$ cat config.mk
export PLATFORM = sky130hd
export DESIGN_NAME = audio_src_scheduler
export DESIGN_NICKNAME = d
export VERILOG_FILES = /design/src/rtl/audio_src_scheduler.sv
export SDC_FILE = /design/constraint.sdc
export NUM_CORES = 1
export LEC_CHECK = 0
export ABC_AREA = 1
export BUFFER_PORTS_ARGS = -buffer_cell sky130_fd_sc_hd__buf_2
export CELL_PAD_IN_SITES_DETAIL_PLACEMENT = 1
export CELL_PAD_IN_SITES_GLOBAL_PLACEMENT = 1
export CORE_UTILIZATION = 25
export DETAILED_ROUTE_END_ITERATION = 8
export GPL_TIMING_DRIVEN = 1
export PLACE_DENSITY = 0.53
export SLEW_MARGIN = 20
export SYNTH_ARGS = -nofsm -noshare
export SYNTH_HDL_FRONTEND = slang
export SYNTH_SLANG_ARGS = --single-unit
$ cat constraint.sdc
create_clock -name clk -period 5.08 [get_ports clk]
set_input_delay 0.254 -clock clk [delete_from_list [all_inputs] [get_ports clk]]
set_output_delay 0.254 -clock clk [all_outputs]
set_load 0.02 [all_outputs]
$ cat src/rtl/audio_src_scheduler.sv
// Round-robin scheduler that shares one stereo audio output among N_SRC
// sample producers. It buffers one sample per source, makes at most one
// write per audio_ready window, and counts frames that end without a write.
module audio_src_scheduler #(
  parameter int unsigned AUDIO_BITS = 12,
  parameter int unsigned N_SRC      = 2,
  parameter int unsigned UCNT_W     = 16
) (
  input  logic                            clk,
  input  logic                            aclr,
  input  logic [N_SRC-1:0]                src_valid,
  input  logic [N_SRC*2*AUDIO_BITS-1:0]   src_sample,
  output logic [N_SRC-1:0]                src_ack,
  input  logic                            mute,
  input  logic                            audio_ready,
  output logic                            audio_wreq,
  output logic [2*AUDIO_BITS-1:0]         audio_sample,
  output logic [$clog2(N_SRC)-1:0]        grant_id,
  output logic [UCNT_W-1:0]               underrun_count
);

  localparam int unsigned SW  = 2 * AUDIO_BITS;
  localparam int unsigned IDW = $clog2(N_SRC);

  typedef enum logic {
    S_IDLE      = 1'b0,
    S_WAIT_DROP = 1'b1
  } state_t;

  state_t                state_q;
  state_t                state_d;
  logic                  wreq_d;
  logic                  grant_fire;

  logic [SW-1:0]         sample_buf [N_SRC];
  logic [N_SRC-1:0]      buf_full;
  logic [IDW-1:0]        last_grant;
  logic [AUDIO_BITS-1:0] frame_cnt;
  logic                  wrote;
  logic                  frame_last;

  logic                  pick_found;
  logic [IDW-1:0]        pick_idx;
  int unsigned           cand;

  // A source may hand over a sample only while its buffer is empty and not in reset.
  assign src_ack    = src_valid & ~buf_full & {N_SRC{~aclr}};
  assign frame_last = (frame_cnt == '1);

  // Round-robin pick: first full buffer after the last granted source.
  always_comb begin
    pick_found = 1'b0;
    pick_idx   = '0;
    cand       = 0;
    for (int unsigned k = 1; k <= N_SRC; k++) begin
      cand = (32'(last_grant) + k) % N_SRC;
      if (!pick_found && buf_full[IDW'(cand)]) begin
        pick_found = 1'b1;
        pick_idx   = IDW'(cand);
      end
    end
  end

  // FSM state register.
  always_ff @(posedge clk or posedge aclr) begin
    if (aclr) begin
      state_q <= S_IDLE;
    end else begin
      state_q <= state_d;
    end
  end

  // Next state and write request: one grant per ready window, then wait for ready to drop.
  always_comb begin
    state_d    = state_q;
    wreq_d     = 1'b0;
    grant_fire = 1'b0;
    case (state_q)
      S_IDLE: begin
        if (audio_ready && pick_found) begin
          grant_fire = 1'b1;
          wreq_d     = 1'b1;
          state_d    = S_WAIT_DROP;
        end
      end
      S_WAIT_DROP: begin
        if (!audio_ready) begin
          state_d = S_IDLE;
        end
      end
      default: state_d = S_IDLE;
    endcase
  end

  // Sample buffers, output registers, frame timer and underrun counter.
  always_ff @(posedge clk or posedge aclr) begin
    if (aclr) begin
      for (int unsigned i = 0; i < N_SRC; i++) begin
        sample_buf[i] <= '0;
      end
      buf_full       <= '0;
      last_grant     <= IDW'(N_SRC - 1);
      audio_wreq     <= 1'b0;
      audio_sample   <= '0;
      grant_id       <= '0;
      frame_cnt      <= '0;
      wrote          <= 1'b0;
      underrun_count <= '0;
    end else begin
      // A granted buffer was full, so it never acks on the same edge.
      for (int unsigned i = 0; i < N_SRC; i++) begin
        if (src_valid[i] && src_ack[i]) begin
          sample_buf[i] <= src_sample[i*SW +: SW];
          buf_full[i]   <= 1'b1;
        end
      end

      audio_wreq <= wreq_d;
      if (grant_fire) begin
        buf_full[pick_idx] <= 1'b0;
        audio_sample       <= mute ? '0 : sample_buf[pick_idx];
        grant_id           <= pick_idx;
        last_grant         <= pick_idx;
      end

      frame_cnt <= frame_cnt + AUDIO_BITS'(1);
      if (frame_last) begin
        if (!wrote && !grant_fire && (underrun_count != '1)) begin
          underrun_count <= underrun_count + UCNT_W'(1);
        end
        wrote <= grant_fire;
      end else if (grant_fire) begin
        wrote <= 1'b1;
      end
    end
  end

endmodule
Word level (Yosys, flattened, before mapping)

Cells that the tools add are included.

Input bits: 54
Output and inout bits: 44
Logic and storage cells: 65
Flip-flop bits (word level): 107

$lt $le $gt $ge: 5
Bitwise logic cells: 8
Reduce and logical (&&, ||, !) cells: 12
Add/sub/neg operators: 4
Mux-type cells: 23
Eq/ne operators: 2

Operator list:

| cell                                                      | count |
|---|---|
| 2-to-1 mux 24 bit                                         | 4 |
| adder 16 x 1 -> 16 bit (second input constant)            | 1 |
| 2-to-1 mux 1 bit                                          | 16 |
| != test 16 bit (second input constant)                    | 1 |
| adder 12 x 1 -> 12 bit (second input constant)            | 1 |
| equality test 12 bit (second input constant)              | 1 |
| logical AND 1 bit                                         | 7 |
| bitwise AND 2 bit                                         | 3 |
| < comparator 1 x 2 -> 1 bit (second input constant)       | 3 |
| NOT 2 bit                                                 | 2 |
| logical NOT 1 bit                                         | 3 |
| adder 1 bit (second input constant)                       | 2 |
| greater-or-equal comparator 2 bit (second input constant) | 1 |
| 2-to-1 mux 2 bit                                          | 1 |
| NOT 1 bit                                                 | 2 |
| NOT 1 -> 2 bit                                            | 1 |
| one-hot mux 1 bit (2 select lines)                        | 1 |
| AND reduction 2 bit                                       | 1 |
| nonzero test 2 bit                                        | 1 |
| demux 1 bit (select 1 bit)                                | 1 |
| greater-or-equal comparator 1 bit (second input constant) | 1 |

Longest topological paths before layout

Gate-level depths: netlist of run 1.

Depth in word-level cells: 14
Mapped depth: 10
Mapped depth without buffers: 9

Worst setup path before layout of run 1

OpenSTA, ideal clock, no wires.

Kind: input to output
Start: in aclr
End: out src_ack[0]
Data arrival time: 3.704 ns
Stages: 4
Slack: 1.122 ns
Path buffers: 1
Required time: 4.826 ns
Cells stage by stage: inv_1 -> nand3_1 -> inv_2 -> buf_2

Cells in the longest elaborated chain, start to end: 2

RTL lines:

| item               | RTL line | RTL |
|---|---|---|
| start: declaration | 10       | `input logic aclr,` |
| NOT 1 bit          | 47       | `assign src_ack = src_valid & ~buf_full & {N_SRC{~aclr}};` |
| bitwise AND 2 bit  | 47       |  |
| end: declaration   | 13       | `output logic [N_SRC-1:0] src_ack,` |

No other way between the ends.

Worst setup path in the final report of run 1

Start: in aclr
End: out src_ack[1]

Same word-level chain as after synthesis.

==> flow_summary.toml, run 1 <==
[outcome]
status = "complete, no violations"

[power_and_ir_drop]
p_comb_share_pct = 30.8
leakage_nw = 3.12
power.share.sequential_pct = 44.1
p_int_mw = 1.83
power_density_nw_per_um2 = 495
ir_drop_uv = 175
switching_share_pct = 36.6
power_mw = 2.89
clock_power_share_pct = 25.1
switchingPower_mw = 1.06

[worst_setup_path]
path_cells = "dlygate4sd3_1 > buf_2 > inv_4 > nand3_1 > inv_2 > buf_2"
cp.buffers_inverters = 5
critPathSlowestCell = "inv_2"
path_max_fanout = 43
crit_top_cell = "buf_2"
worstSetupPathType = "input port to primary output"
cp.depth = 6
arrival_ns = 2.54
crit_family = "buffers and inverters"
critical_path_required_ns = 4.83
endpoint_kind = "primary output"
r2r_slack_ns = 3.05
max_stage_delay_ns = 0.60
r2r_cells = 7
start_kind = "input port"

[min_path]
worstHoldPathCells = 3
hp-class = "input port to flop"

[routing]
vias = 4030
avgViaCountPerCell = 4.32
drtIter0Drc = 119
ant_nets = 0
routed_wl_um = 13000
route.detailed.drc = 0
wl_per_cell_um = 14.0
drt_pre_antenna_iters = 4

[clock_network]
cts_htree_levels = 3
clk_pin_slew_ns = 0.07
cts_sinks = 107
cts_resized = 0
cts_tree = "yes"
worstSkewPairLatency_ns = 0.35
max-clock-path-buffers = 2
cts_root_buffer = "clkbuf_16"
cts_made_buffers = 9

[timing]
setup_ws_ns = 2.29
slew_headroom_pct = 36.0
max_freq_mhz = 358
period_share_pct = 55.0
slew_viol_final = 0
rsz0062_at_grt = "false"
hold_viol = 0
fin_setup_tns_ns = 0
hold_slack_ns = 0.0901
setup_viol = 0
finClkSkew_ns = 0.00617
worst_slew_pin_slew_ns = 0.960
fin_crit_ns = 2.79

[cells_and_area]
layout_common_cells = "nand2_1 (269), dfrtp_1 (106), buf_2 (97)"
final_common_cell = "nand2_1"
area_delta_synth_final_pct = 21.6
antenna_cells = 0
drive_gt1_share_pct = 18.3
nets = 749
fin_util_pct = 31.1
finalNonFillerCells = 932
finalInstanceArea_um2 = 5840

[run]
cap_violations = 0

[yosys]
synth-edff-count = 0
ys_ff_latch = 107
async_reset_ff_share_pct = 100
synth_area_um2 = 4800
ys.flop_type = "dfrtp_1"
avgSynthCellArea_um2 = 8.01
synth_nets = 655
yosysWarningCount = 0
syn_inst = 599
synth_cell_type_count = 28
yosysSeqAreaShare_pct = 55.8

[place]
dp_hpwl_um = 9380
dp_cells = 915
io_buffers = 97
dp_slack_ns = 2.48
place_congestion = 0.765
placed_area_um2 = 5520

[grt]
antenna_found_initial = 0
grt_pass1_vias = 4265
grt_first_pass_wirelength_um = 21900
grt_max_degree = 75
track_usage_pct = 14.3
grt.overflow.total = 0

[floorplanning]
die_area_um2 = 19800
row_count = 50
die_y_um = 141
fp.coreArea_um2 = 18800
die_w_um = 141
io_pins = 98
start_util_pct = 25.6
-- registers in the layout, summed over array words and instances (netlist names) --
name and count:
sample_buf 48, audio_sample 24, underrun_count 16, frame_cnt 12
buf_full 2, audio_wreq 1, grant_id 1, last_grant 1
state_q 1, wrote 1
-- worst register-to-register path, stage by stage (launching register included) --
cell	delay, ns
dfrtp_1	0.36
ha_1	0.22
nand2_1	0.07
nor2_1	0.12
nand3_1	0.18
nor3_2	0.79
nand2_1	0.13
nand2_1	0.10
-- worst paths after layout --
| kind | start | end |
|---|---|---|
| setup / recovery | aclr | src_ack[1] |
| hold / removal | src_sample[12] | sample_buf[36]$_DFFE_PP0P_ |
| setup reg to reg | frame_cnt[0]$_DFF_PP0_ | underrun_count[9]$_DFFE_PP0P_ |
| hold reg to reg | frame_cnt[0]$_DFF_PP0_ | frame_cnt[0]$_DFF_PP0_ |
| max in group asynchronous | aclr | sample_buf[23]$_DFFE_PP0P_ |
| min in group asynchronous | aclr | frame_cnt[9]$_DFF_PP0_ |
-- Yosys cell counts (3+ instances only) --
library cell / instances / area share, %
nand2_1: 269 / 21
clkbuf_1: 11 / 0.86
nand4_1: 5 / 0.65
o21ai_0: 59 / 6.2
o21ai_1: 4 / 0.42
nor2_1: 24 / 1.9
buf_2: 6 / 0.63
xor2_1: 8 / 1.5
xnor2_1: 7 / 1.3
dfrtp_1: 106 / 55
inv_1: 63 / 4.9
nor2_2: 3 / 0.39
nand3_1: 15 / 1.6
-- layout make-up --
| type | instances | area [um^2] |
|---|---|---|
| repair buffers | 102 | 526 |
| fillers | 2282 | 12900 |
| well taps | 234 | 293 |
| clock buffers | 12 | 256 |
| clock inverters | 4 | 48.8 |
| multi-input cells | 408 | 1790 |
| inverters | 65 | 246 |
| flip-flops and latches | 107 | 2680 |
-- power by group through the flow --
stage | registers (mW) | logic, mW | clock network, mW
finish | 1.27 | 0.889 | 0.726
floorplan | 1.36 | 0.515 | 0
detailed placement | 1.29 | 0.909 | 0
CTS | 1.28 | 0.914 | 0.754
global route | 1.31 | 1.03 | 0.784
global placement | 1.28 | 0.887 | 0
-- metal layers --
layer  part of all wire [%]  up-vias  track usage, %
met2                     45       69            23.1
li1                       -     2020               -
met4                    1.8        0            5.89
met5                      0        -               0
met1                     50     1927            18.9
met3                    3.3       14            2.39
-- logic make-up (layout without fill, tap and decap cells) --
group	after synthesis	after routing	synth area share (%)
adders and majority gates	2	2	0.521
xor gates and xnor gates	15	15	2.74
DFF	107	107	55.8
buffers and inverters	84	183	6.96
AOI/OAI and AO/OA	66	66	6.99
and+or+nand+nor	325	325	27.0
-- what timing repair did --
action                                 CTS  global route
endpoints found under the hold margin   32             0
hold buffers                             1             0
setup buffers                            0             0
Note: power is estimated with default switching activity, not from simulation.
==> run 2: changes to the inputs <==
ABC_AREA = 0   (was 1)
PLACE_DENSITY = 0.52   (was 0.53)
clock period = 2.45 ns   (was 5.08 ns; I/O delays follow)
==> flow_summary.toml, run 2 <==
[power_and_ir_drop]
switchingPower_mw = 1.94
power_mw = 5.99
p_comb_share_pct = 29.7
ir_drop_uv = 436
leakage_nw = 2.73
clock_power_share_pct = 25.6
switching_share_pct = 32.3
power_density_nw_per_um2 = 994
power.share.sequential_pct = 44.7
p_int_mw = 4.06

[routing]
ant_nets = 0
route.detailed.drc = 0
drtIter0Drc = 93
drt_pre_antenna_iters = 4
avgViaCountPerCell = 4.37
routed_wl_um = 11400
wl_per_cell_um = 15.7
vias = 3171

[yosys]
synth.most_common_cell = "dfrtp_1"
yosysTopAreaCell = "dfrtp_1"
avgSynthCellArea_um2 = 12.8
synth_area_um2 = 4440
async_reset_ff_share_pct = 100
synth_nets = 403
yosysSeqAreaShare_pct = 60.3
synth-edff-count = 0
ys_top_cells_by_area = "dfrtp_1 (60%), mux2_2 (13%), mux2i_1 (5.4%)"
synth_top_cell_area_share_pct = 59.7
syn_inst = 347
yosysWarningCount = 0
synth_cell_type_count = 39
synth_top_cells_by_count = "dfrtp_1 (106), mux2_2 (50), nand2_1 (40)"
ys_ff_latch = 107
ys.flop_type = "dfrtp_1"

[timing]
fin_crit_ns = 2.22
fin_setup_tns_ns = 0
setup_viol = 0
rsz0062_at_grt = "false"
setup_ws_ns = 0.226
hold_slack_ns = 0.0110
finClkSkew_ns = 0.00460
slew_headroom_pct = 53.1
period_share_pct = 90.8
max_freq_mhz = 450
slew_viol_final = 0
worst_slew_pin_slew_ns = 0.703
hold_viol = 0

[floorplanning]
fp.coreArea_um2 = 17400
row_count = 48
die_area_um2 = 18300
io_pins = 98
die_y_um = 135
die_w_um = 135
start_util_pct = 25.6

[clock_network]
cts_made_buffers = 9
cts_htree_levels = 3
cts_root_buffer = "clkbuf_16"
cts_sinks = 107
worstSkewPairLatency_ns = 0.35
clk_pin_slew_ns = 0.07
cts_tree = "yes"
post_cts_buffers = 0
max-clock-path-buffers = 2

[worst_setup_path]
critPathSlowestCell = "a311o_1"
endpoint_kind = "flop"
critical_path_required_ns = 2.73
max_stage_delay_ns = 0.59
cp.buffers_inverters = 1
path_cells = "ha_1 > and4_1 > nor2b_1 > a311o_1 > buf_4 > nor3_2 > xnor2_1"
worstSetupPathType = "flop to flop"
crit_family = "compound AO/OA/AOI/OAI gates"
start_kind = "flop"
arrival_ns = 2.50
path_max_fanout = 13

[grt]
grt_first_pass_wirelength_um = 18600
top_usage_layer = "met2"
antenna_found_initial = 0
use_met3_pct = 2.99
track_usage_pct = 13.5
grt.met1_usage_pct = 17.4
grtUsageMet2_pct = 22.4
grt_max_degree = 87
grt.overflow.total = 0
grt_pass1_vias = 3467

[place]
dp_cells = 665
io_buffers = 97
dp_slack_ns = 0.227
placed_area_um2 = 5270
dp_hpwl_um = 7590
place_congestion = 0.742

[min_path]
hp-class = "input port to flop"

[cells_and_area]
n_fill_cell = 1878
finalInstanceArea_um2 = 6030
multiInputGateArea_um2 = 1690
reg_top3 = "sample_buf: 48 flops, audio_sample: 24 flops, underrun_count: 16 flops"
fin_util_pct = 34.7
drive_gt1_share_pct = 37.1
register_area_um2 = 2680
antenna_cells = 0
final_common_cell = "dfrtp_1"
nets = 552
regMostFlops = "sample_buf"
largest_register_ffs = 48
layout_common_cells = "dfrtp_1 (106), buf_2 (97), mux2_2 (50)"
finalNonFillerCells = 726
area_delta_synth_final_pct = 35.6

[run]
cap_violations = 0

[outcome]
status = "complete, no violations"
==> run 2: changes by cell type after synthesis, sizes merged, moves of 7 or more <==
cell	change
nor2	-19
nand3	-7
o21ai	-38
mux2i	+24
nand2	-231
mux2	+51
inv	-57
==> run 2: final timing paths <==
check | from | end | slack, ns | cells after the start
worst max-delay path | underrun_count[0]$_DFFE_PP0P_ | underrun_count[12]$_DFFE_PP0P_ | 0.23 | 7
worst max register to register | underrun_count[0]$_DFFE_PP0P_ | underrun_count[12]$_DFFE_PP0P_ | 0.23 | 7
worst min-delay path | src_sample[11] | sample_buf[35]$_DFFE_PP0P_ | 0.01 | 2
worst min register to register | frame_cnt[0]$_DFF_PP0_ | frame_cnt[0]$_DFF_PP0_ | 0.45 | 1
max in group asynchronous | aclr | underrun_count[14]$_DFFE_PP0P_ | 1.22 | 4
min in group asynchronous | aclr | sample_buf[19]$_DFFE_PP0P_ | 0.41 | 3
==> run 2: repair_timing <==
item                      4_1_cts  5_1_grt
hold buffers                   44        1
resized for setup               0        0
hold endpoints to repair       63        1
==> run 2: per-layer routing <==
metal | part of all wire, % | wire length (um)
met4 | 1.4 | 155
met3 | 3.0 | 339
met5 | 0 | 0
met2 | 51 | 5780
met1 | 45 | 5100
==> run 2: power by group through the flow <==
stage                     clock [mW]  combinational, mW  sequential [mW]
after floorplan                    0               1.02             2.84
after global placement             0               1.72             2.69
after detailed placement           0               1.77             2.73
after CTS                       1.60               1.83             2.69
after global routing            1.67               1.97             2.77
final                           1.53               1.78             2.68
==> run 2: worst reg2reg max path: stages (launching register included) <==
cell     delay, ns
dfrtp_1       0.42
ha_1          0.25
and4_1        0.21
nor2b_1       0.14
a311o_1       0.59
buf_4         0.25
nor3_2        0.16
xnor2_1       0.13
==> run 2: cell type report <==
cell class,count,area share [%]
clock buffer,9,3.74
timing repair buffer,152,17.2
clock inverter,7,1.39
multi-input combinational,219,28.1
tap,225,4.67
inverter,7,0.498
sequential,107,44.4
==> run 2: kinds of logic after synthesis <==
| family | count (synthesis) | synth area share, % |
|---|---|---|
| adder cells (fa/ha/maj) | 2 | 0.563 |
| AO/OA/AOI/OAI | 32 | 4.00 |
| multiplexers | 75 | 18.4 |
| AND/OR/NAND/NOR | 87 | 10.2 |
| flip-flops | 107 | 60.3 |
| buffers and inverters | 21 | 2.03 |
| XOR/XNOR | 23 | 4.53 |
==> run 3: changes to the inputs <==
CORE_MARGIN = 8   (was default)
CTS_BUF_LIST = sky130_fd_sc_hd__clkbuf_16   (was default)
==> flow_summary.toml, run 3 (synthesized netlist as in run 2, its figures left out) <==
[power_and_ir_drop]
clock_power_share_pct = 23.6
p_comb_share_pct = 30.2
power.share.sequential_pct = 46.2
p_int_mw = 3.92
leakage_nw = 2.64
power_mw = 5.82
switchingPower_mw = 1.90
ir_drop_uv = 356
switching_share_pct = 32.6
power_density_nw_per_um2 = 1000

[place]
io_buffers = 97
dp_hpwl_um = 8190
place_congestion = 0.727
dp_cells = 665

[cells_and_area]
drive_gt1_share_pct = 38.4
finalNonFillerCells = 709
area_delta_synth_final_pct = 30.8
fin_util_pct = 33.5
regMostFlops = "sample_buf"
largest_register_ffs = 48
nets = 535
antenna_cells = 0
reg_top3 = "sample_buf: 48 flops, audio_sample: 24 flops, underrun_count: 16 flops"
final_common_cell = "dfrtp_1"
n_fill_cell = 1878
layout_common_cells = "dfrtp_1 (106), buf_2 (97), mux2_2 (50)"

[timing]
slew_headroom_pct = 50.7
finClkSkew_ns = 0.00740
setup_viol = 0
slew_viol_final = 0
worst_slew_pin_slew_ns = 0.739
max_freq_mhz = 443
period_share_pct = 92.1
hold_viol = 0
fin_crit_ns = 2.26
rsz0062_at_grt = "false"
fin_setup_tns_ns = 0

[routing]
vias = 3109
drtIter0Drc = 52
ant_nets = 0
drt_pre_antenna_iters = 4
wl_per_cell_um = 16.7
route.detailed.drc = 0
avgViaCountPerCell = 4.39
routed_wl_um = 11800

[grt]
grt_first_pass_wirelength_um = 19400
grt_max_degree = 88
grt.overflow.total = 0
track_usage_pct = 11.2
grt_pass1_vias = 3534
antenna_found_initial = 0

[clock_network]
cts_sinks = 107
clk_pin_slew_ns = 0.07
cts_root_buffer = "clkbuf_16"
cts_made_buffers = 9
worstSkewPairLatency_ns = 0.35
cts_htree_levels = 3
cts_resized = 0
cts_tree = "yes"
max-clock-path-buffers = 2
post_cts_buffers = 0

[floorplanning]
fp.coreArea_um2 = 17400
die_w_um = 149
die_area_um2 = 22300
row_count = 48
io_pins = 98
start_util_pct = 25.6
die_y_um = 149

[worst_setup_path]
max_stage_delay_ns = 0.60
arrival_ns = 2.52
path_max_fanout = 14
critical_path_required_ns = 2.71
r2r_cells = 6
endpoint_kind = "flop"
worstSetupPathType = "flop to flop"
critPathSlowestCell = "a311o_1"
start_kind = "flop"
path_cells = "ha_1 > and4_1 > nor2b_1 > a311o_1 > nor4_2 > xor2_1"

[min_path]
hp-class = "input port to flop"
worstHoldPathCells = 2

[run]
cap_violations = 0

[outcome]
status = "complete, no violations"
[run 3: cell count changes in the layout (fill, tap and decap cells not counted)]
cell | before | now
buf_12 | 2 | 1
buf_4 | 8 | 9
bufinv_16 | 1 | 0
clkinv_2 | 1 | 3
dlygate4sd3_1 | 45 | 28
inv_6 | 2 | 3
inv_8 | 2 | 0
[run 3: metrics by stage]
step / hold WS, ns / area (um^2) / setup slack [ns]
4_1_cts: 0.000890 / 5800 / 0.155
2_1_floorplan: 0.245 / 4450 / 0.313
6_report: 0.0163 / 5810 / 0.194
3_3_place_gp: 0.234 / 5260 / 0.267
3_5_place_dp: 0.231 / 5260 / 0.190
5_1_grt: 0.000323 / 5810 / 0.00117
[run 3: final timing paths]
path                                                    start                             end  slack, ns
worst min register to register         frame_cnt[0]$_DFF_PP0_          frame_cnt[0]$_DFF_PP0_       0.45
worst max-delay path            underrun_count[0]$_DFFE_PP0P_  underrun_count[13]$_DFFE_PP0P_       0.19
min in group asynchronous                                aclr    audio_sample[22]$_DFFE_PP0P_       0.42
worst min-delay path                           src_sample[47]      sample_buf[23]$_DFFE_PP0P_       0.02
worst max register to register  underrun_count[0]$_DFFE_PP0P_  underrun_count[13]$_DFFE_PP0P_       0.19
max in group asynchronous                                aclr  underrun_count[10]$_DFFE_PP0P_       1.21
[run 3: timing repair]
action	CTS	global route
hold buffers	27	1
endpoints found under the hold margin	45	1
endpoints found under the setup margin	0	0
[run 3: final cells by class]
cell class / instances / area, um^2 / area share, %
clock buffer: 9 / 225 / 3.88
clock inverter: 7 / 50.0 / 0.861
inverter: 7 / 30.0 / 0.517
multi-input combinational: 219 / 1690 / 29.1
sequential: 107 / 2680 / 46.1
tap: 225 / 282 / 4.84
timing repair buffer: 135 / 853 / 14.7
[run 3: routing by layer]
layer  vias up  share of wire [%]  track usage, %
li1       1453                  -               -
met1      1601                 45            14.2
met2        47                 50            18.2
met3         8                3.5            2.76
met4         0                1.2            3.63
met5         -                  0               0
[run 3: worst max-delay path, delay by kind of cell (launching register included)]
kind | cells | cell delay (ns)
xor gates and xnor gates | 1 | 0.19
DFF | 1 | 0.42
AOI/OAI and AO/OA | 1 | 0.60
and+or+nand+nor | 3 | 0.71
adders and majority gates | 1 | 0.24
[run 3: power groups by stage]
| stage | clock network (mW) | logic, mW | registers (mW) |
|---|---|---|---|
| floorplan | 0 | 1.02 | 2.84 |
| global placement | 0 | 1.72 | 2.71 |
| detailed placement | 0 | 1.77 | 2.74 |
| CTS | 1.46 | 1.81 | 2.70 |
| global route | 1.52 | 1.95 | 2.78 |
| finish | 1.38 | 1.76 | 2.69 |
